## config.mk

```make
export PLATFORM = sky130hd
export DESIGN_NAME = demux_1x4_stream
export DESIGN_NICKNAME = d
export VERILOG_FILES = /design/src/rtl/demux_pkg.sv /design/src/rtl/demux_out_slot.sv /design/src/rtl/demux_1x4_stream.sv
export SDC_FILE = /design/constraint.sdc
export NUM_CORES = 1
export LEC_CHECK = 0
export CAP_MARGIN = 10
export CORE_MARGIN = 2
export CORE_UTILIZATION = 39
export DETAILED_ROUTE_END_ITERATION = 7
export PLACE_DENSITY = 0.76
export SETUP_SLACK_MARGIN = 0.1
export SYNTH_ARGS = -nofsm -noshare
export SYNTH_HDL_FRONTEND = slang
export SYNTH_SLANG_ARGS = --single-unit
```

## constraint.sdc

```tcl
create_clock -name clk -period 2.1 [get_ports clk]
set_input_delay 0.315 -clock clk [delete_from_list [all_inputs] [get_ports clk]]
set_output_delay 0.315 -clock clk [all_outputs]
set_load 0.03 [all_outputs]
```

## src/rtl/demux_pkg.sv

```systemverilog
// Shared constants and state encoding for the 1x4 packet demultiplexer.
package demux_pkg;
  localparam int NUM_OUT = 4;
  localparam int SEL_W   = 2;

  typedef enum logic {
    IDLE = 1'b0,
    PKT  = 1'b1
  } state_t;
endpackage

```

## src/rtl/demux_out_slot.sv

```systemverilog
// Single-entry output register: holds one beat (data, last, dest) and
// presents it on the valid line of its destination port until taken.
module demux_out_slot
  import demux_pkg::*;
#(
  parameter int WIDTH = 8
) (
  input  logic               clk,
  input  logic               rst_n,
  input  logic               i_load,
  input  logic [WIDTH-1:0]   i_data,
  input  logic               i_last,
  input  logic [SEL_W-1:0]   i_dest,
  input  logic [NUM_OUT-1:0] i_out_ready,
  output logic [NUM_OUT-1:0] o_valid,
  output logic [WIDTH-1:0]   o_data,
  output logic               o_last,
  output logic               o_space
);

  logic               r_full;
  logic [WIDTH-1:0]   r_data;
  logic               r_last;
  logic [SEL_W-1:0]   r_dest;
  logic               w_drain;

  // Only the addressed port's ready can release the slot.
  assign w_drain = r_full && i_out_ready[r_dest];
  assign o_space = !r_full || i_out_ready[r_dest];
  assign o_data  = r_data;
  assign o_last  = r_last;

  generate
    for (genvar gi = 0; gi < NUM_OUT; gi++) begin : g_valid
      assign o_valid[gi] = r_full && (r_dest == SEL_W'(gi));
    end
  endgenerate

  always_ff @(posedge clk or negedge rst_n) begin
    if (!rst_n) begin
      r_full <= 1'b0;
      r_data <= '0;
      r_last <= 1'b0;
      r_dest <= '0;
    end else if (i_load) begin
      r_full <= 1'b1;
      r_data <= i_data;
      r_last <= i_last;
      r_dest <= i_dest;
    end else if (w_drain) begin
      r_full <= 1'b0;
    end
  end

endmodule

```

## src/rtl/demux_1x4_stream.sv

```systemverilog
// Packet-level 1-to-4 stream demultiplexer: the first beat's in_sel picks
// the port, later beats of the same packet follow it until in_last.
module demux_1x4_stream
  import demux_pkg::*;
#(
  parameter int WIDTH = 8
) (
  input  logic               clk,
  input  logic               rst_n,
  input  logic               in_valid,
  output logic               in_ready,
  input  logic [WIDTH-1:0]   in_data,
  input  logic               in_last,
  input  logic [SEL_W-1:0]   in_sel,
  output logic [NUM_OUT-1:0] out_valid,
  input  logic [NUM_OUT-1:0] out_ready,
  output logic [WIDTH-1:0]   out_data,
  output logic               out_last,
  output logic               busy
);

  state_t           r_state;
  state_t           w_state_next;
  logic [SEL_W-1:0] r_route;
  logic [SEL_W-1:0] w_route_next;
  logic [SEL_W-1:0] w_dest;
  logic             r_en;
  logic             w_space;
  logic             w_accept;

  // r_en keeps in_ready low until the first clock edge after reset release.
  assign in_ready = r_en && w_space;
  assign w_accept = in_valid && in_ready;
  assign w_dest   = (r_state == PKT) ? r_route : in_sel;
  assign busy     = (r_state == PKT);

  always_ff @(posedge clk or negedge rst_n) begin
    if (!rst_n) begin
      r_state <= IDLE;
      r_route <= '0;
      r_en    <= 1'b0;
    end else begin
      r_state <= w_state_next;
      r_route <= w_route_next;
      r_en    <= 1'b1;
    end
  end

  always_comb begin
    w_state_next = r_state;
    w_route_next = r_route;
    case (r_state)
      IDLE: begin
        if (w_accept && !in_last) begin
          w_state_next = PKT;
          w_route_next = in_sel;
        end
      end
      PKT: begin
        if (w_accept && in_last) begin
          w_state_next = IDLE;
        end
      end
      default: w_state_next = IDLE;
    endcase
  end

  demux_out_slot #(
    .WIDTH(WIDTH)
  ) u_slot (
    .clk        (clk),
    .rst_n      (rst_n),
    .i_load     (w_accept),
    .i_data     (in_data),
    .i_last     (in_last),
    .i_dest     (w_dest),
    .i_out_ready(out_ready),
    .o_valid    (out_valid),
    .o_data     (out_data),
    .o_last     (out_last),
    .o_space    (w_space)
  );

endmodule

```

Yosys cells after proc, flatten, opt, wreduce, memory -nomap -nowiden
Index checks and enable logic that the tools add are counted.

operators by class
  bitwise logic cells = 1
  equality and inequality tests = 3
  reduce and logical (&&, ||, !) cells = 15
  multiplexer cells = 8
  magnitude comparators = 1

operator list
  cell                number
  $logic_and 1x1->1   9
  $mux 1              5
  $eq 2x2->1 const B  2
  $lt 2x3->1 const B  1
  $bmux 1 s2          1
  $eq 2x1->1 const B  1
  $logic_not 1->1     2
  $logic_not 2->1     1
  $mux 2              1
  $pmux 1 s2          1
  $reduce_and 2->1    1
  $reduce_bool 2->1   1
  $logic_or 1x1->1    1
  $not 1->1           1

word-level totals
  output and inout bits = 15
  register bits after elaboration = 16
  word-level logic and storage cells = 35

Depth between registers and ports, before layout
  word-level depth = 8
  depth in mapped cells = 4
  mapped depth without buffers = 3

By module
From an unflattened synthesis, not the netlist that was laid out.

second synthesis, totals
  cell total of the unflattened synthesis = 48
  area, all modules = 694.4 µm²

modules (own cells, without submodules)
  module            times used  area each (µm²)  cells each  seq. area each (µm²)
  demux_out_slot    1           496.7            33          300.3
  demux_1x4_stream  1           197.7            15          100.1

Worst setup path before layout
Ideal clock, no wire load.

  path type = reg2reg
  from = reg u_slot.r_dest[1]
  to = reg u_slot.r_data[0], in the netlist u_slot.o_data[0]
  slack = 513 ps
  buffers on the path = 1
  arrival = 1462 ps
  library setup time = 125 ps
  period minus slack after synthesis = 1587 ps
  stages on the path, launching flop included = 5
  required time = 1975 ps
  path through = dfrtp_1 mux2i_1 a221oi_2 buf_6 mux2_2

between the ends
  word-level cells in the longest chain between the ends = 5

RTL lines
  item                          line                    text
  start, declared               demux_out_slot.sv:24    logic [SEL_W-1:0] r_dest;
  start signal, assigned        demux_out_slot.sv:49    r_dest <= i_dest;
  $bmux 1 s2                    demux_out_slot.sv:29    assign o_space = !r_full || i_out_ready[r_dest];
  $mux 1 (not written as such)  demux_out_slot.sv:29
  $logic_or 1x1->1              demux_out_slot.sv:29
  $logic_and 1x1->1             demux_1x4_stream.sv:32  assign in_ready = r_en && w_space;
  $logic_and 1x1->1             demux_1x4_stream.sv:33  assign w_accept = in_valid && in_ready;
  end signal, assigned          demux_out_slot.sv:47    r_data <= i_data;
  end, declared                 demux_out_slot.sv:22    logic [WIDTH-1:0] r_data;

No other way between the ends. The select of a mux whose other input is x is not followed.
A chain may end at the register's enable or synchronous reset.

Final worst setup path
  from = reg u_slot.r_dest[1]
  to = out in_ready

between the ends
  word-level cells in the longest chain between the ends = 4

RTL lines
  item                          line                    text
  $bmux 1 s2                    demux_out_slot.sv:29
  $mux 1 (not written as such)  demux_out_slot.sv:29
  $logic_or 1x1->1              demux_out_slot.sv:29
  $logic_and 1x1->1             demux_1x4_stream.sv:32
  end, declared                 demux_1x4_stream.sv:11  output logic in_ready,

No other way between the ends. The select of a mux whose other input is x is not followed.

==> run metrics <==
CP required 1.78 ns; Clock Latency Late Sink 0.28 ns; drt first pass iters 2; Syn. warnings 0; arrival time worst endpoint 1.56 ns; first-pass GRT wire length 1800 um; Final min period 1.87 ns; Slew Viols, Final 0; Max-slew headroom 0.558; CP Capture Type output port; MaxCap Viol Count 0; Setup CP Type register to output port; worst path cell trace mux2i_2, a22oi_1, and2_1, buf_4; worst min path class input port to async pin; CTS tree yes; worst hold slack 0.428 ns; nets 105; io pins 33; RSZ-0062 raised after global routing no; CP max-delay cell dfrtp_1; largest cells by area after synthesis dfrtp_1 56%, mux2_2 23%, mux2i_1 4.2%; Pleak 0.492 nW; register area 400 sq um; clk sinks 16; crit share post-route 0.891; Starting DRT DRC Count 1; CP max stage delay 0.48 ns; TritonCTS buffer count 3; Root Driver clkbuf_4; peak supply drop 0.657 mV; Worst Tran Pin Value 0.661 ns; I/O Buffers 32; Post-CTS Setup Bufs 0; vias per inst 4.60; final setup vio count 0; Initial Util 0.417; Mapped Area 719 sq um; synthesized instance count 50; H-tree depth 1; DIE HEIGHT 47.0 um; Syn Area/Cell 14.4 sq um; Final ANT Viol Nets 0; outcome finished, final reports clean; WL final 1270 um; TNS Setup 0 ns; commonest non-fill, non-tap cells in the layout 27 x clkdlybuf4s50_1, 16 x dfrtp_1, 15 x mux2_2, 3 x clkbuf_4, 3 x dlygate4sd2_1; Max Fanout on Critical Path 7; Worst-path clk slew 0.09 ns; fill cell count 143; syn_nets 68; Seq/Total Area, Yosys 0.557; vias in the first global route 449; # rows 15; top cell type's share of synthesized area 0.557; clock skew 0.000944 ns; Die ar. 0.00220 sq mm; final worst slack 0.229 ns; GP Congestion 0.787; WL/cell 11.4 um; ANT cells 0; Layout area overhead 53.9%; DRC 0; core area 0.00173 sq mm; total gr overflow 0; initial antenna violation count 0; share of post-route cells with drive strength above 1 0.326; Hold Vio Cnt, Final 0; CP Launch Type register; Power Density 1290 mW/mm^2; area occupied by multi-input gates 312 sq um; via count 511; commonest non-fill, non-tap cell in the layout clkdlybuf4s50_1; Tot GR Track Use 0.121; dpl ws 0.203 ns; pin count of the biggest net entering global routing 17; Die Span X 47.0 um; register bit total from synthesis 16; Yosys cell types 16; Fmax achieved 534 MHz; clock tree buffer depth 2; cell taking the most area after synthesis dfrtp_1; DP HPWL 958 um
==> final timing paths <==
kind                                  start               end  slack (ns)  cells past startpoint
min                                   rst_n  u_slot.o_data[1]        0.43                      1
max reg2reg                u_slot.r_dest[1]  u_slot.r_dest[1]        0.46                      4
min reg2reg                      r_route[1]        r_route[1]        0.51                      1
max in group asynchronous             rst_n        r_route[1]        1.25                      1
max                        u_slot.r_dest[1]          in_ready        0.23                      4
min in group clk                 r_route[1]        r_route[1]        0.51                      1
==> power by group <==
group	leakage, nW	switching, mW	internal, mW	total (mW)
combinational	0.282	0.353	0.360	0.713
sequential	0.189	0.0861	0.432	0.518
clock	0.0210	0.0953	0.106	0.201
total	0.492	0.535	0.897	1.43
==> sequential cells by signal, indices dropped and copies added, names as in the netlist, named ones only <==
| register | count |
|---|---|
| u_slot.o_data | 8 |
| u_slot.r_full | 1 |
| u_slot.o_last | 1 |
| u_slot.r_dest | 2 |
| r_en | 1 |
| r_route | 2 |
==> logic make-up (layout without fill, tap and decap cells) <==
group | Yosys count | after routing | share of synthesized area
buffers and inverters | 2 | 38 | 0.0209
AOI/OAI and AO/OA | 3 | 3 | 0.0435
DFF | 16 | 16 | 0.557
other | 1 | 1 | 0.00521
muxes | 18 | 18 | 0.277
and+or+nand+nor | 10 | 10 | 0.0974
==> final cells by class <==
type,count,share of cell area
multi-input combinational,32,0.281
sequential,16,0.362
timing repair buffer,33,0.293
tap,25,0.0282
inverter,1,0.00339
clock buffer,4,0.0328
==> cells in the mapped netlist (all sizes together) <==
cell,number
inv,1
a22oi,1
and2b,2
and3,1
mux2,15
buf,1
conb,1
nand4bb,1
nand2,2
mux2i,3
dfrtp,16
a221oi,2
and2,3
nor2b,1
==> critical path, delay by kind of cell, from the launching register on <==
| kind | cells | cell delay [ns] |
|---|---|---|
| buf+inv | 1 | 0.16 |
| simple gates | 1 | 0.18 |
| compound gates | 1 | 0.14 |
| mux | 1 | 0.31 |
| flops | 1 | 0.48 |
==> repair_timing <==
action,4_1_cts,5_1_grt
hold endpoints to repair,0,0
setup endpoints to repair,3,2
gates resized for setup,3,3
hold buffers,0,0
==> through the flow <==
stage	util	cell area (sq um)	total power [mW]	instances
2_1_floorplan	-	719	0.961	50
3_3_place_gp	0.617	1060	1.24	107
3_5_place_dp	0.617	1060	1.25	107
4_1_cts	0.636	1100	1.44	111
5_1_grt	0.641	1110	1.51	111
6_report	0.641	1110	1.43	111
==> per-layer routing <==
metal,track usage,part of all wire
met1,0.145,0.46
met2,0.189,0.45
met3,0.0308,0.088
met4,0.0833,0
met5,0,0
Power figures use the tool's default switching activity.
